**src/rtl/cdc_pkg.sv**
```systemverilog
// Shared definitions for the clkA -> clkB handshake crossing.
// The sender (cdc_hs_tx) and the clkB receiver both import this package,
// so the state encoding and default widths stay consistent on both sides.
package cdc_pkg;

  // Handshake sender states: waiting for a word, request raised, request dropped
  typedef enum logic [1:0] {
    IDLE = 2'd0,
    REQ  = 2'd1,
    DROP = 2'd2
  } cdc_state_e;

  localparam int CDC_DATA_W      = 2;
  localparam int CDC_SYNC_STAGES = 2;

endpackage

```
**src/rtl/cdc_sync_bit.sv**
```systemverilog
// Single-bit level synchroniser: a plain chain of STAGES flops.
// Used for the returning ack on the sender side and for req on the receiver.
module cdc_sync_bit #(
  parameter int STAGES = 2
) (
  input  logic clk,
  input  logic reset,
  input  logic d_i,
  output logic q_o
);

  logic [STAGES-1:0] sync_q;

  // Shift the asynchronous level through the chain; reset forces all stages low
  always_ff @(posedge clk or negedge reset) begin
    if (!reset) begin
      sync_q <= '0;
    end else begin
      sync_q <= {sync_q[STAGES-2:0], d_i};
    end
  end

  assign q_o = sync_q[STAGES-1];

endmodule

```
**src/rtl/cdc_hs_tx.sv**
```systemverilog
// Source-side 4-phase handshake sender for the clkA -> clkB data crossing.
// A word accepted over valid/ready is held on xfer_data while xfer_req is
// raised; the synchronised ack drops req, and its fall completes the transfer.
// A sticky timeout flag reports handshakes that take too long, but the
// handshake itself is never abandoned except by reset.
module cdc_hs_tx
  import cdc_pkg::*;
#(
  parameter int DATA_W      = CDC_DATA_W,
  parameter int SYNC_STAGES = CDC_SYNC_STAGES,
  parameter int TIMEOUT_CYC = 64
) (
  input  logic              clkA,
  input  logic              reset,
  input  logic              in_valid,
  output logic              in_ready,
  input  logic [DATA_W-1:0] in_data,
  output logic [DATA_W-1:0] xfer_data,
  output logic              xfer_req,
  input  logic              ack_async,
  output logic              xfer_done,
  output logic              timeout_err
);

  // A zero timeout disables the counter; keep at least one bit so widths stay legal
  localparam int              CNT_W      = (TIMEOUT_CYC > 0) ? $clog2(TIMEOUT_CYC + 1) : 1;
  localparam logic [CNT_W-1:0] CNT_MAX   = CNT_W'(TIMEOUT_CYC);
  localparam bit              TIMEOUT_EN = (TIMEOUT_CYC > 0);

  cdc_state_e        state_q, state_d;
  logic              req_q, req_d;
  logic [DATA_W-1:0] data_q, data_d;
  logic              done_q, done_d;
  logic [CNT_W-1:0]  cnt_q, cnt_d;
  logic              err_q, err_d;
  logic              ack_s;
  logic              accept;

  // The ack level comes from the clkB domain; this is its only entry point
  cdc_sync_bit #(
    .STAGES (SYNC_STAGES)
  ) u_ack_sync (
    .clk   (clkA),
    .reset (reset),
    .d_i   (ack_async),
    .q_o   (ack_s)
  );

  // Handshake FSM next-state, held word and request level; a stale high ack blocks acceptance
  always_comb begin
    state_d  = state_q;
    req_d    = req_q;
    data_d   = data_q;
    done_d   = 1'b0;
    in_ready = 1'b0;
    accept   = 1'b0;
    case (state_q)
      IDLE: begin
        in_ready = !ack_s;
        if (in_valid && !ack_s) begin
          accept  = 1'b1;
          data_d  = in_data;
          req_d   = 1'b1;
          state_d = REQ;
        end
      end
      REQ: begin
        if (ack_s) begin
          req_d   = 1'b0;
          state_d = DROP;
        end
      end
      DROP: begin
        if (!ack_s) begin
          done_d  = 1'b1;
          state_d = IDLE;
        end
      end
      default: begin
        req_d   = 1'b0;
        state_d = IDLE;
      end
    endcase
  end

  // Timeout counter restarts on accept, counts busy cycles and saturates; the flag is sticky
  always_comb begin
    cnt_d = cnt_q;
    if (accept) begin
      cnt_d = '0;
    end else if ((state_q != IDLE) && (cnt_q != CNT_MAX)) begin
      cnt_d = cnt_q + 1'b1;
    end
    err_d = err_q | (TIMEOUT_EN && (cnt_d == CNT_MAX));
  end

  // All state and registered outputs; reset drops req at once and abandons any word in flight
  always_ff @(posedge clkA or negedge reset) begin
    if (!reset) begin
      state_q <= IDLE;
      req_q   <= 1'b0;
      data_q  <= '0;
      done_q  <= 1'b0;
      cnt_q   <= '0;
      err_q   <= 1'b0;
    end else begin
      state_q <= state_d;
      req_q   <= req_d;
      data_q  <= data_d;
      done_q  <= done_d;
      cnt_q   <= cnt_d;
      err_q   <= err_d;
    end
  end

  assign xfer_req    = req_q;
  assign xfer_data   = data_q;
  assign xfer_done   = done_q;
  assign timeout_err = err_q;

endmodule

```
**config.mk**
```make
export PLATFORM = sky130hd
export DESIGN_NAME = cdc_hs_tx
export DESIGN_NICKNAME = d
export VERILOG_FILES = /design/src/rtl/cdc_pkg.sv /design/src/rtl/cdc_sync_bit.sv /design/src/rtl/cdc_hs_tx.sv
export SDC_FILE = /design/constraint.sdc
export NUM_CORES = 1
export LEC_CHECK = 0
export ABC_AREA = 0
export BUFFER_PORTS_ARGS = -buffer_cell sky130_fd_sc_hd__buf_2
export CAP_MARGIN = 20
export CORE_UTILIZATION = 30
export DETAILED_ROUTE_END_ITERATION = 8
export SLEW_MARGIN = 20
export SYNTH_ARGS = -nofsm -noshare
export SYNTH_HDL_FRONTEND = slang
export SYNTH_HIERARCHICAL = 1
export SYNTH_SLANG_ARGS = --single-unit
```
**constraint.sdc**
```tcl
create_clock -name clkA -period 3.15 [get_ports clkA]
set_clock_uncertainty 0.2 [all_clocks]
set_input_delay 0.4725 -clock clkA [delete_from_list [all_inputs] [get_ports clkA]]
set_output_delay 0.4725 -clock clkA [all_outputs]
set_load 0.1 [all_outputs]
```
==> impl_metrics.ini <==
[yosys]
synth_edf_count = 0
syn_inst = 75
async_reset_ff_share_pct = 100.0
synth_warnings = 6
syn_avg_cell_area_sq_um = 11.18
synth_compound_area_share_pct = 14.93
synth_nets = 83
yosys-mux-area-fraction_pct = 3.881
synth_top_area_cell = dfrtp_1
ys_seq_elements = 16
synthAdderAreaFrac_pct = 2.985
synthFlopType = dfrtp_1
synth_top_cell_area_share_pct = 47.76
ys_seq_area_share_pct = 47.76
ys_types = 35
synth_top_family_by_area = simple AND/OR/NAND/NOR gates
synth_area_sq_um = 838.3
synth_xor_area_share_pct = 5.224
synth_simple_gate_area_share_pct = 18.66
synthTopCellsByArea = dfrtp_1 (48%), xor2_1 (3.1%), ha_1 (3.0%)

[sta]
fin_crit_ps = 2107
totalNegativeSetupSlack_ps = 0
slew_viol_final = 0
rsz0062_at_grt = false
final_hold_viol_count = 0
slew_headroom_pct = 59.76
worst_pin_slew_ps = 601.1
setup_viol = 0
post-route-period-util_pct = 66.90
max_freq_ghz = 0.4745

[clock_tree]
cts_sinks = 16
postCtsSetupRepairBufs = 0
cts_root_buffer = clkbuf_4
cts_resized = 0
htreeDepth = 1
postCtsHoldBufs = 1
cts_tree = yes
clk_pin_slew_worst_paths_ps = 90
cts.path.max_buffers = 2
numCtsBuffers = 3
insertion_delay_ps = 280

[hold_path]
hold_class = input port to flip-flop

[floorplan]
num_io_pins = 12
die-area_sq_um = 3010
rows = 18
fp.dieH_microns = 54.86
core_sq_um = 2567
die_x_microns = 54.86
initial_core_util_pct = 32.65

[cells_and_area]
nNetsFinal = 97
final_common_cell = dfrtp_1
drive_above_1_share_pct = 27.27
final_cell_mix = dfrtp_1 (16), buf_2 (11), inv_1 (6)
antennaDiodeCount = 0
final_area_sq_um = 949.7
area_growth_pct = 13.28

[setup_path]
critPathLaunchType = flip-flop
crit_chain = nor3_2 > buf_2
slowest_stage = dfrtp_1
cp_max_fo = 10
arrival_ps = 1430
end_kind = output pin
required_ps = 2480
max_stage_delay_ps = 520
crit_type = flip-flop to output pin
path_buf_inv = 1
cp_top_family = flip-flops

[place]
numPortBuffers = 11
gp_congestion = 0.7763
dp_hpwl_microns = 1122
place_area_sq_um = 903.4

[routing]
num_vias = 598
wl_microns = 1507
avgRoutedWirePerCell_microns = 12.77
routed_via_density = 5.068
first_pass_iters = 4
drt_iter0_drc = 4
remaining_drc_errors = 0
detail-route-antenna-nets = 0

[grt]
grt_pass1_wl_microns = 2601
grt_pass1_vias = 591
grt-ovfl-total = 0
grt_max_degree = 17
antenna_found_initial = 0
grt.total_usage_pct = 12.57

[pwr]
leakagePower_nw = 0.4239
power.density_nw_per_um2 = 730.6
ir_drop_mv = 0.5280

[run_status]
status = finished, final reports clean

[job]
cap_violations = 0
state kept, by name (all words and copies together) (netlist names):
signal / count
u_ack_sync/sync_q: 2
xfer_done: 1
xfer_req: 1
timeout_err: 1
xfer_data: 2
state_q: 2
cnt_q: 7
area by class of cell:
| type | instances | area (sq um) |
|---|---|---|
| tap | 30 | 37.54 |
| fill | 267 | 1618 |
| clock buffer | 4 | 36.28 |
| timing repair buffer | 12 | 65.06 |
| inverter | 6 | 22.52 |
| multi-input combinational | 50 | 387.9 |
| sequential | 16 | 400.4 |
cells by family (layout without fill, tap and decap cells):
family | after synthesis | in the layout
compound gates | 16 | 16
flops | 16 | 16
mux | 3 | 3
xor+xnor | 5 | 5
fa+ha+maj | 2 | 2
simple gates | 24 | 24
buf+inv | 9 | 22
worst reg2reg max path: cells and delay by family, from the launching register on:
kind	cells	cell delay, ps
compound gates	3	860
fa+ha+maj	1	160
buf+inv	1	90
flops	1	460
simple gates	1	190
where the power goes:
group	switching (W)	leakage (nW)	internal, W	total [W]
logic	0.000174	0.198	0.0000840	0.000258
registers	0.0000566	0.205	0.000244	0.000301
clock network	0.0000649	0.0210	0.0000703	0.000135
synthesized netlist by cell type (all sizes together), types with 2 or more instances:
cell   count
mux2       2
dfrtp     16
a21oi      3
nor2       5
o21a       2
xnor2      2
buf        2
xor2       3
or4        2
nor3       3
or3        2
nand2      4
inv        6
ha         2
o21ai      3
final timing paths:
kind                       slack, ps                        endpoint                           start  depth (start not counted)
min in group asynchronous        420              cnt_q[1]$_DFF_PN0_                           reset                          2
hold / removal                    90  u_ack_sync/sync_q[0]$_DFF_PN0_                       ack_async                          1
setup / recovery                1040                        in_ready          state_q[0]$_DFFE_PN0P_                          2
hold reg to reg                  160  u_ack_sync/sync_q[1]$_DFF_PN0_  u_ack_sync/sync_q[0]$_DFF_PN0_                          0
setup reg to reg                1100           timeout_err$_DFF_PN0_              cnt_q[0]$_DFF_PN0_                          6
max in group asynchronous       2060             xfer_done$_DFF_PN0_                           reset                          2
layer usage:
metal	GRT usage [%]	part of all wire [%]	routed length, microns
met5	0	0	0
met4	6.410	0	0
met3	1.944	3.3	49
met2	19.88	52	778
met1	16.38	45	679
metrics by stage:
step / utilization, % / total power (W) / hold slack [ps] / instances / setup WS, ps
4_1_cts: 36.99 / 0.0007052 / 74.55 / 118 / 1011
2_1_floorplan: - / 0.0005144 / -23.09 / 75 / 778.5
3_3_place_gp: 35.19 / 0.0005607 / 132.6 / 113 / 1156
3_5_place_dp: 35.19 / 0.0005649 / 136.5 / 113 / 1111
5_1_grt: 36.99 / 0.0007381 / 76.51 / 118 / 942.4
6_report: 36.99 / 0.0006938 / 91.40 / 118 / 1043
(Power assumes the default switching activity.)
